$ cat src/rtl/fft_iter_pkg.sv
// Shared constants and FSM encoding for the iterative radix-2 FFT address generator.
package fft_iter_pkg;

    localparam int FFT_LAYERS      = 5;
    localparam int FFT_BUTTERFLYES = 16;
    localparam int FFT_LAY_WL      = 3;
    localparam int FFT_BUTT_WL     = 4;
    localparam int FFT_ADDR_WL     = FFT_BUTT_WL + 1;

    typedef enum logic [1:0] {
        ST_IDLE = 2'd0,
        ST_RUN  = 2'd1,
        ST_FIN  = 2'd2
    } state_t;

endpackage

$ cat src/rtl/bitrev_fft_iter.sv
// Combinational bit reversal of two address words, used for the first-layer read ordering.
module bitrev_fft_iter
    import fft_iter_pkg::*;
#(
    parameter int WIDTH = FFT_ADDR_WL
) (
    input  logic [WIDTH-1:0] in_a,
    input  logic [WIDTH-1:0] in_b,
    output logic [WIDTH-1:0] out_a,
    output logic [WIDTH-1:0] out_b
);

    // Mirror the bit order of both words
    always_comb begin
        out_a = '0;
        out_b = '0;
        for (int i = 0; i < WIDTH; i++) begin
            out_a[i] = in_a[WIDTH-1-i];
            out_b[i] = in_b[WIDTH-1-i];
        end
    end

endmodule

$ cat src/rtl/addr_gen_fft_iter.sv
// Address generator for an in-place iterative radix-2 FFT: read/write pair addresses,
// twiddle index and layer sequencing, advanced one butterfly per ADDR_EN pulse.
module addr_gen_fft_iter
    import fft_iter_pkg::*;
#(
    parameter int LAYERS      = FFT_LAYERS,
    parameter int BUTTERFLYES = FFT_BUTTERFLYES,
    parameter int LayWL       = FFT_LAY_WL,
    parameter int ButtWL      = FFT_BUTT_WL
) (
    input  logic              CLK,
    input  logic              RST,
    input  logic              EN,
    input  logic              START,
    input  logic              ADDR_EN,
    input  logic              Wr,
    input  logic              LAY_EN,
    output logic [ButtWL:0]   RD_ADDR_A,
    output logic [ButtWL:0]   RD_ADDR_B,
    output logic [ButtWL:0]   WR_ADDR_A,
    output logic [ButtWL:0]   WR_ADDR_B,
    output logic              WR_EN,
    output logic [ButtWL-1:0] TW_ADDR,
    output logic [LayWL-1:0]  LAYER,
    output logic              BUSY,
    output logic              DONE,
    output logic              ERR
);

    localparam int AddrWL = ButtWL + 1;

    state_t              state_q, state_d;
    logic [LayWL-1:0]    lay_q, lay_d;
    logic [ButtWL-1:0]   butt_q, butt_d;
    logic [AddrWL-1:0]   rd_a_q, rd_a_d, rd_b_q, rd_b_d;
    logic [AddrWL-1:0]   wr_a_q, wr_a_d, wr_b_q, wr_b_d;
    logic [ButtWL-1:0]   tw_q, tw_d;
    logic                wr_en_q, wr_en_d;
    logic                busy_q, busy_d;
    logic                done_q, done_d;
    logic                err_q, err_d;
    logic                load_rd;
    logic                last_butt, last_lay;
    logic [AddrWL-1:0]   cur_nat_a, cur_nat_b;
    logic [AddrWL-1:0]   nxt_nat_a, nxt_nat_b;
    logic [AddrWL-1:0]   nxt_rev_a, nxt_rev_b;

    // Distance between the two legs of a butterfly in layer s (2^s)
    function automatic logic [AddrWL-1:0] span_of(input logic [LayWL-1:0] s);
        return AddrWL'(1) << s;
    endfunction

    // Natural-order upper leg: insert a zero at bit s of the butterfly index
    function automatic logic [AddrWL-1:0] nat_a_of(input logic [LayWL-1:0] s,
                                                    input logic [ButtWL-1:0] b);
        logic [AddrWL-1:0] bx;
        logic [AddrWL-1:0] pos;
        bx  = {1'b0, b};
        pos = bx & (span_of(s) - AddrWL'(1));
        return ((bx >> s) << (int'(s) + 1)) | pos;
    endfunction

    // Twiddle index: position within the group scaled up to the full-size ROM
    function automatic logic [ButtWL-1:0] tw_of(input logic [LayWL-1:0] s,
                                                input logic [ButtWL-1:0] b);
        logic [AddrWL-1:0] pos;
        pos = {1'b0, b} & (span_of(s) - AddrWL'(1));
        return ButtWL'(pos << (LAYERS - 1 - int'(s)));
    endfunction

    assign last_butt = (butt_q == ButtWL'(BUTTERFLYES - 1));
    assign last_lay  = (lay_q == LayWL'(LAYERS - 1));
    assign cur_nat_a = nat_a_of(lay_q, butt_q);
    assign cur_nat_b = cur_nat_a + span_of(lay_q);
    assign nxt_nat_a = nat_a_of(lay_d, butt_d);
    assign nxt_nat_b = nxt_nat_a + span_of(lay_d);

    bitrev_fft_iter #(
        .WIDTH (AddrWL)
    ) u_bitrev (
        .in_a  (nxt_nat_a),
        .in_b  (nxt_nat_b),
        .out_a (nxt_rev_a),
        .out_b (nxt_rev_b)
    );

    // Sequencing FSM, butterfly/layer counters, write strobe and status flags
    always_comb begin
        state_d = state_q;
        lay_d   = lay_q;
        butt_d  = butt_q;
        busy_d  = busy_q;
        done_d  = done_q;
        err_d   = err_q;
        wr_en_d = wr_en_q;
        wr_a_d  = wr_a_q;
        wr_b_d  = wr_b_q;
        load_rd = 1'b0;
        if (EN) begin
            done_d  = 1'b0;
            wr_en_d = 1'b0;
            if (START) begin
                state_d = ST_RUN;
                lay_d   = '0;
                butt_d  = '0;
                busy_d  = 1'b1;
                err_d   = ADDR_EN;
                load_rd = 1'b1;
            end else begin
                case (state_q)
                    ST_RUN: begin
                        if (LAY_EN && (butt_q != '0)) begin
                            err_d = 1'b1;
                        end
                        if (ADDR_EN) begin
                            if (Wr) begin
                                wr_a_d  = cur_nat_a;
                                wr_b_d  = cur_nat_b;
                                wr_en_d = 1'b1;
                            end
                            if (last_butt && last_lay) begin
                                state_d = ST_FIN;
                                busy_d  = 1'b0;
                                done_d  = 1'b1;
                            end else begin
                                load_rd = 1'b1;
                                if (last_butt) begin
                                    butt_d = '0;
                                    lay_d  = lay_q + 1'b1;
                                end else begin
                                    butt_d = butt_q + 1'b1;
                                end
                            end
                        end
                    end
                    ST_FIN:  state_d = ST_IDLE;
                    default: state_d = ST_IDLE;
                endcase
            end
        end
    end

    // Read addresses and twiddle index follow the butterfly about to be processed
    always_comb begin
        rd_a_d = rd_a_q;
        rd_b_d = rd_b_q;
        tw_d   = tw_q;
        if (load_rd) begin
            if (lay_d == '0) begin
                rd_a_d = nxt_rev_a;
                rd_b_d = nxt_rev_b;
            end else begin
                rd_a_d = nxt_nat_a;
                rd_b_d = nxt_nat_b;
            end
            tw_d = tw_of(lay_d, butt_d);
        end
    end

    // State and output registers, cleared immediately by reset
    always_ff @(posedge CLK or negedge RST) begin
        if (!RST) begin
            state_q <= ST_IDLE;
            lay_q   <= '0;
            butt_q  <= '0;
            rd_a_q  <= '0;
            rd_b_q  <= '0;
            wr_a_q  <= '0;
            wr_b_q  <= '0;
            tw_q    <= '0;
            wr_en_q <= 1'b0;
            busy_q  <= 1'b0;
            done_q  <= 1'b0;
            err_q   <= 1'b0;
        end else begin
            state_q <= state_d;
            lay_q   <= lay_d;
            butt_q  <= butt_d;
            rd_a_q  <= rd_a_d;
            rd_b_q  <= rd_b_d;
            wr_a_q  <= wr_a_d;
            wr_b_q  <= wr_b_d;
            tw_q    <= tw_d;
            wr_en_q <= wr_en_d;
            busy_q  <= busy_d;
            done_q  <= done_d;
            err_q   <= err_d;
        end
    end

    assign RD_ADDR_A = rd_a_q;
    assign RD_ADDR_B = rd_b_q;
    assign WR_ADDR_A = wr_a_q;
    assign WR_ADDR_B = wr_b_q;
    assign WR_EN     = wr_en_q;
    assign TW_ADDR   = tw_q;
    assign LAYER     = lay_q;
    assign BUSY      = busy_q;
    assign DONE      = done_q;
    assign ERR       = err_q;

endmodule

$ cat config.mk
export PLATFORM = sky130hd
export DESIGN_NAME = addr_gen_fft_iter
export DESIGN_NICKNAME = d
export VERILOG_FILES = /design/src/rtl/fft_iter_pkg.sv /design/src/rtl/bitrev_fft_iter.sv /design/src/rtl/addr_gen_fft_iter.sv
export SDC_FILE = /design/constraint.sdc
export NUM_CORES = 1
export LEC_CHECK = 0
export CORE_AREA = 5 5 80 82
export CTS_BUF_LIST = sky130_fd_sc_hd__clkbuf_2
export CTS_CLUSTER_DIAMETER = 40
export DETAILED_ROUTE_END_ITERATION = 8
export DIE_AREA = 0 0 85 87
export GPL_TIMING_DRIVEN = 0
export HOLD_SLACK_MARGIN = 0.02
export PLACE_DENSITY = 0.74
export SLEW_MARGIN = 20
export SYNTH_ARGS = -nofsm -noshare
export SYNTH_HDL_FRONTEND = slang
export SYNTH_SLANG_ARGS = --single-unit
export TNS_END_PERCENT = 5
$ cat constraint.sdc
create_clock -name CLK -period 4.1 [get_ports CLK]
set_input_delay 0.615 -clock CLK [delete_from_list [all_inputs] [get_ports CLK]]
set_output_delay 0.615 -clock CLK [all_outputs]
set_load 0.005 [all_outputs]
# [Yosys cells after proc, flatten, opt, wreduce, memory -nomap -nowiden]
# Index checks and enable logic that the tools add are counted.
# W data, S select, Z words.
[totals] register_bits=37 in_bits=7 word_cells=88
[classes] n_addsub=9 eq_ne=5 shifts=7 mux=38 bitwise=5 n_reduce_logical=12
[op_table] operator="$shl A5 B32 Y4" count=1
[op_table] operator="$mux W4" count=6
[op_table] operator="$mux W1" count=20
[op_table] operator="$mux W3" count=6
[op_table] operator="$add A5 B5 Y5" count=2
[op_table] operator="$and A4 B5 Y5" count=2
[op_table] operator="$mux W5" count=2
[op_table] operator="$or A5 B5 Y5" count=2
[op_table] operator="$shl A1 B3 Y5 const A" count=2
[op_table] operator="$shl A5 B4 Y5" count=2
[op_table] operator="$shr A4 B3 Y5" count=2
[op_table] operator="$sub A5 B1 Y5 const B" count=2
[op_table] operator="$add A3 B1 Y4 const B" count=2
[op_table] operator="$mux W2" count=4
[op_table] operator="$reduce_bool A2 Y1" count=4
[op_table] operator="$ne A3 B3 Y1 const B" count=2
[op_table] operator="$reduce_and A3 Y1" count=2
[op_table] operator="$reduce_and A5 Y1" count=1
[op_table] operator="$add A4 B1 Y4 const B" count=1
[op_table] operator="$eq A4 B4 Y1 const B" count=1
[op_table] operator="$reduce_and A4 Y1" count=1
[op_table] operator="$reduce_bool A4 Y1" count=1
[op_table] operator="$sub A3 B3 Y4 const A" count=1
[op_table] operator="$add A3 B1 Y3 const B" count=1
[op_table] operator="other kinds (5)" count=6

# [Logic depth before layout (Yosys ltp)]
[depth] word_depth=13 depth_mapped=22 depth_no_buf=21

# [Modules after synthesis]
# Synthesis repeated with hierarchy kept, for this count alone.
[unflattened] hier_cells=321 hier_area_um2=2840.2
[modules_own_cells] mod="addr_gen_fft_iter" n_inst=1 cells_each=311 area_each_um2=2765.2
[modules_own_cells] mod="bitrev_fft_iter" n_inst=1 cells_each=10 area_each_um2=75.1

# [Worst setup path before layout]
# OpenSTA, ideal clock, no wires.
[synth_timing] kind="flip-flop to flip-flop" startpoint="register lay_q[1], in the netlist LAYER[1]" endpoint="register rd_b_q[4], in the netlist RD_ADDR_B[4]" arrival_ns=4.284 path_slack_ns=-0.261 path_stages_with_launch=23 n_path_buf=1 path_cell_list="dfrtp_1 > inv_1 > ha_1 > and2_1 > buf_2 > nor4_1 > o22a_2 > inv_2 > ha_1 > ha_1 > clkinv_1 > ha_1 > xnor2_1 > nor2_1 > a31o_1 > ha_1 > a21o_1 > a21oi_1 > xnor2_1 > or3_1 > o221ai_1 > nor3_2 > o21ai_1"
[synth_via] elab_chain_cells=13
[synth_rtl] element="start: declaration" line_no="addr_gen_fft_iter.sv:33" text="logic [LayWL-1:0] lay_q, lay_d;"
[synth_rtl] element="start signal: assignment" line_no="addr_gen_fft_iter.sv:177" text="lay_q <= lay_d;"
[synth_rtl] element="$eq A3 B3 Y1 *" line_no="addr_gen_fft_iter.sv:72" text="assign last_lay = (lay_q == LayWL'(LAYERS - 1));"
[synth_rtl] element="$logic_and A1 B1 Y1 *" line_no="addr_gen_fft_iter.sv:121" text="if (last_butt && last_lay) begin"
[synth_rtl] element="$mux W3 *" line_no="addr_gen_fft_iter.sv:121"
[synth_rtl] element="$mux W3 *" line_no="addr_gen_fft_iter.sv:115" text="if (ADDR_EN) begin"
[synth_rtl] element="$mux W3 *" line_no="addr_gen_fft_iter.sv:110" text="case (state_q)"
[synth_rtl] element="$mux W3 *" line_no="addr_gen_fft_iter.sv:102" text="if (START) begin"
[synth_rtl] element="$mux W3 *" line_no="addr_gen_fft_iter.sv:99" text="if (EN) begin"
[synth_rtl] element="net lay_d[0]" line_no="addr_gen_fft_iter.sv:33"
[synth_rtl] element="$shl A1 B3 Y5" line_no="addr_gen_fft_iter.sv:50" text="return AddrWL'(1) << s;"
[synth_rtl] element="$sub A5 B1 Y5" line_no="addr_gen_fft_iter.sv:59" text="pos = bx & (span_of(s) - AddrWL'(1));"
[synth_rtl] element="$and A4 B5 Y5" line_no="addr_gen_fft_iter.sv:59"
[synth_rtl] element="$or A5 B5 Y5 *" line_no="addr_gen_fft_iter.sv:60" text="return ((bx >> s) << (int'(s) + 1)) | pos;"
[synth_rtl] element="net nxt_nat_a[2]" line_no="addr_gen_fft_iter.sv:45" text="logic [AddrWL-1:0] nxt_nat_a, nxt_nat_b;"
[synth_rtl] element="$add A5 B5 Y5 *" line_no="addr_gen_fft_iter.sv:76" text="assign nxt_nat_b = nxt_nat_a + span_of(lay_d);"
[synth_rtl] element="$mux W5 *" line_no="addr_gen_fft_iter.sv:149" text="if (lay_d == '0) begin"
[synth_rtl] element="end signal: assignment" line_no="addr_gen_fft_iter.sv:180" text="rd_b_q <= rd_b_d;"
[synth_rtl] element="end: declaration" line_no="addr_gen_fft_iter.sv:35" text="logic [AddrWL-1:0] rd_a_q, rd_a_d, rd_b_q, rd_b_d;"
# The timed path passes the listed nets; every way through them passes the cells marked *.
# A chain may end at the register's enable or synchronous reset.

# [Worst setup path after layout]
[layout_timing] startpoint="register butt_q[1]" endpoint="register rd_b_q[4], in the netlist RD_ADDR_B[4]"
[layout_via] elab_chain_cells=13
[layout_rtl] element="start: declaration" line_no="addr_gen_fft_iter.sv:34" text="logic [ButtWL-1:0] butt_q, butt_d;"
[layout_rtl] element="start signal: assignment" line_no="addr_gen_fft_iter.sv:178" text="butt_q <= butt_d;"
[layout_rtl] element="$eq A4 B4 Y1 *" line_no="addr_gen_fft_iter.sv:71" text="assign last_butt = (butt_q == ButtWL'(BUTTERFLYES - 1));"
[layout_rtl] element="$mux W3 or $logic_and A1 B1 Y1 (tied branches)" line_no="addr_gen_fft_iter.sv:127, addr_gen_fft_iter.sv:121"
[layout_rtl] element="$mux W3 *" line_no="addr_gen_fft_iter.sv:121"
[layout_rtl] element="$mux W3 *" line_no="addr_gen_fft_iter.sv:115"
[layout_rtl] element="$mux W3 *" line_no="addr_gen_fft_iter.sv:110"
[layout_rtl] element="$mux W3 *" line_no="addr_gen_fft_iter.sv:102"
[layout_rtl] element="$mux W3 *" line_no="addr_gen_fft_iter.sv:99"
[layout_rtl] element="net lay_d[1]" line_no="addr_gen_fft_iter.sv:33"
[layout_rtl] element="$shl A1 B3 Y5" line_no="addr_gen_fft_iter.sv:50"
[layout_rtl] element="$sub A5 B1 Y5" line_no="addr_gen_fft_iter.sv:59"
[layout_rtl] element="$and A4 B5 Y5" line_no="addr_gen_fft_iter.sv:59"
[layout_rtl] element="$or A5 B5 Y5" line_no="addr_gen_fft_iter.sv:60"
[layout_rtl] element="$add A5 B5 Y5" line_no="addr_gen_fft_iter.sv:76"
[layout_rtl] element="$mux W5 *" line_no="addr_gen_fft_iter.sv:149"
# Marked as above.

==> impl_metrics.csv <==
group,metric,value,unit
status,status,"finished, violations left",
status,failed_checks,"setup timing",
placement,io_buffers,36,
synth,synth_top_area_share,33.07,%
synth,syn_area,2800,um^2
synth,synth.distinct_cells,61,
grt,overflow,0,
floorplanning,io_pins,38,
sta,max_freq,239.4,MHz
synth,syn_inst,318,
floorplanning,start_util,49.34,%
sta,fin_ws,-76.31,ps
cells_and_area,drive_gt1_share,27.41,%
synth,synth_edf_count,0,
sta,worst_hold_slack,70.17,ps
power_and_ir_drop,power,0.001098,W
power_and_ir_drop,power.leakage,1.728,nW
placement,dp_hpwl,5262,um
placement,gp_congestion,0.8724,
critical_path,arrival,4540,ps
cells_and_area,area_growth,38.74,%
sta,timing.final.max_slew_violations,0,
critical_path,cp.required,4470,ps
critical_path,worstReg2RegStart,"butt_q[1]",
power_and_ir_drop,ir_drop,0.0001953,V
sta,relSlewSlack,52.59,%
synth,async_reset_ff_share,100.0,%
routing,ant_nets,0,
routing,vias,2716,
run,cap_violations,0,
synth,syn_avg_cell_area,8.806,um^2
grt,grt_pass1_wl,13000,um
synth,synth_area_leaders,"dfrtp_1 (33%), ha_1 (11%), nand2_1 (5.6%)",
routing,drtPass1Iterations,5,
synth,ys.flop_type,"dfrtp_1",
critical_path,startpoint,"butt_q[1]",
worst_hold_path,hp-class,"input port to async pin",
clock_network,cts-buffers-inserted,5,
critical_path,reg2reg_depth,22,
sta,worstMarginPinSlew,711.2,ps
critical_path,path_max_fanout,5,
grt,grt_max_degree,25,
floorplanning,die_area,7395,um^2
critical_path,crit_path_start_kind,"register",
cells_and_area,antennaDiodeCount,0,
sta,finClkSkew,12.28,ps
synth,yosys_warnings,0,
cells_and_area,fin_nets,426,
synth,yosysTopAreaCell,"dfrtp_1",
grt,antenna_found_initial,0,
clock_network,htreeDepth,2,
clock_network,clock_latency,420,ps
sta,period_minus_slack,4176,ps
placement,pre_cts_ws,-1052,ps
power_and_ir_drop,p_per_area,282.6,nW/um^2
critical_path,r2r_end,"RD_ADDR_B[4]",
routing,viasPerCell,5.791,
sta,grt_setup_unrepaired,"true",
floorplanning,die_w,85,um
critical_path,worstSetupEndpointType,"register",
critical_path,worstSetupPathType,"register to register",
synth,syn_nets,351,
clock_network,cts_max_path_buffers,2,
sta,fin_crit_sh,101.9,%
routing,wirelength,7964,um
routing,drtIter0Drc,264,
clock_network,path_clk_slew,210,ps
floorplanning,design.core.area,5675,um^2
floorplanning,row_count,28,
sta,fin_tns_setup,-154.6,ps
critical_path,endpoint,"RD_ADDR_B[4]",
routing,drc,0,
sta,finalSetupViolCount,3,
critical_path,rrSetupSlack,-80,ps
grt,track_usage,21.81,%
floorplanning,die_y,87,um
routing,wire_per_inst,16.98,um
grt,first_global_vias,2756,
cells_and_area,final_cell_area,3885,um^2
clock_network,cts_tree,"done",
clock_network,root_buffer,"clkbuf_2",
placement,placed_area,3391,um^2
clock_network,cts_sinks,37,
sta,finalHoldViolations,0,
synth,ys_seq_area_share,33.07,%
synth,ys_ff_latch,37,
==> report_power, final <==
group | switching (W) | internal, W | leakage [nW]
Clock | 0.000137 | 0.0000373 | 0.0278
Combinational | 0.000237 | 0.000249 | 1.22
Sequential | 0.0000264 | 0.000411 | 0.484
Total | 0.000400 | 0.000697 | 1.73
==> flip-flops by register name, indices dropped and copies added, names as in the netlist <==
signal / count
RD_ADDR_A: 5
RD_ADDR_B: 5
WR_ADDR_A: 5
WR_ADDR_B: 5
TW_ADDR: 4
butt_q: 4
LAYER: 3
state_q: 2
BUSY: 1
DONE: 1
ERR: 1
WR_EN: 1
==> logic make-up after synthesis <==
kind of cell,after synthesis,share of synthesized area (%)
mux,14,5.585
buf+inv,41,5.942
compound gates,82,20.69
flops,37,33.07
fa+ha+maj,26,12.15
xor+xnor,11,3.440
simple gates,107,19.12
==> cell usage after synthesis, types with 2 or more instances <==
master,instances
or3_1,2
a21o_1,4
buf_4,2
o22ai_1,2
nor4_1,2
nor2b_1,7
o221ai_1,4
a41oi_1,2
buf_2,4
nor2_1,17
nand4_1,2
nor3_2,2
a22oi_1,2
inv_2,3
xor2_1,6
fa_1,2
nor3_1,6
o41ai_1,2
nand3b_1,3
inv_1,25
and2_1,3
a21oi_1,15
a32oi_1,2
and4_1,2
o21ai_0,22
o32a_1,2
nand2_1,42
nand3_1,9
ha_1,24
mux2i_1,4
o21ai_1,7
clkbuf_1,6
and3_1,3
o2bb2ai_1,2
xnor2_1,5
mux2_2,9
nand2b_1,2
dfrtp_1,37
==> metal layers <==
metal	part of all wire [%]	track usage [%]	routed length (um)
met1	43	27.51	3444
met2	49	37.36	3892
met3	6.3	3.406	499
met4	1.6	8.777	127
met5	0	0	0
==> through the flow <==
step | util (%) | cells
final | 68.45 | 469
after global routing | 68.45 | 469
after CTS | 65.56 | 460
after detailed placement | 59.74 | 430
after global placement | 59.35 | 429
after floorplan | - | 318
==> layout by cell type (no fill, tap or decap), types with 7 or more instances in the layout <==
master / netlist / final
a21oi_1: 15 / 12
buf_4: 2 / 30
clkdlybuf4s50_1: 0 / 34
dfrtp_1: 37 / 34
ha_1: 24 / 12
ha_4: 0 / 9
inv_1: 25 / 24
mux2_2: 9 / 9
nand2_1: 42 / 40
nand3_1: 9 / 7
nor2_1: 17 / 17
nor2b_1: 7 / 7
o21ai_0: 22 / 22
==> worst min-delay path by stage <==
stage | startpoint | to | slack [ps] | cells after the start
after CTS | RST | WR_ADDR_B[2] | 80 | 1
final | RST | WR_ADDR_B[2] | 70 | 1
after floorplan | RST | BUSY | 320 | 0
after global routing | RST | ERR | 90 | 1
after global placement | WR_ADDR_A[1] | WR_ADDR_A[1] | 460 | 2
after detailed placement | WR_ADDR_A[1] | WR_ADDR_A[1] | 470 | 2
==> what timing repair did <==
| action | 4_1_cts | 5_1_grt |
|---|---|---|
| hold buffers | 0 | 0 |
| pin swaps | 13 | 10 |
| buffers inserted | 22 | 9 |
| resized for setup | 25 | 16 |
| setup endpoints to repair | 4 | 4 |
==> area by class of cell <==
type	count	area (um^2)
buffer	12	92.59
clock buffer	5	25.02
clock inverter	3	12.51
fill	451	1790
inverter	29	118.9
multi-input combinational	240	1994
sequential	37	929.6
tap	75	93.84
timing repair buffer	68	618.1
==> worst max-delay path, stage by stage, from the launching register on <==
cell and delay, ps:
dfrtp_1 450, ha_4 180, and3_4 180, buf_6 120, a31oi_4 100, a211oi_4 260, buf_6 180, inv_2 70
ha_4 160, ha_4 280, nand3_4 90, o32ai_4 290, ha_2 240, inv_1 60, fa_2 340, inv_1 60
a21o_1 110, a21oi_2 80, xnor2_2 160, or3_4 390, o221ai_4 140, nor3_2 50, o21ai_1 100
Power figures use the tool's default switching activity.
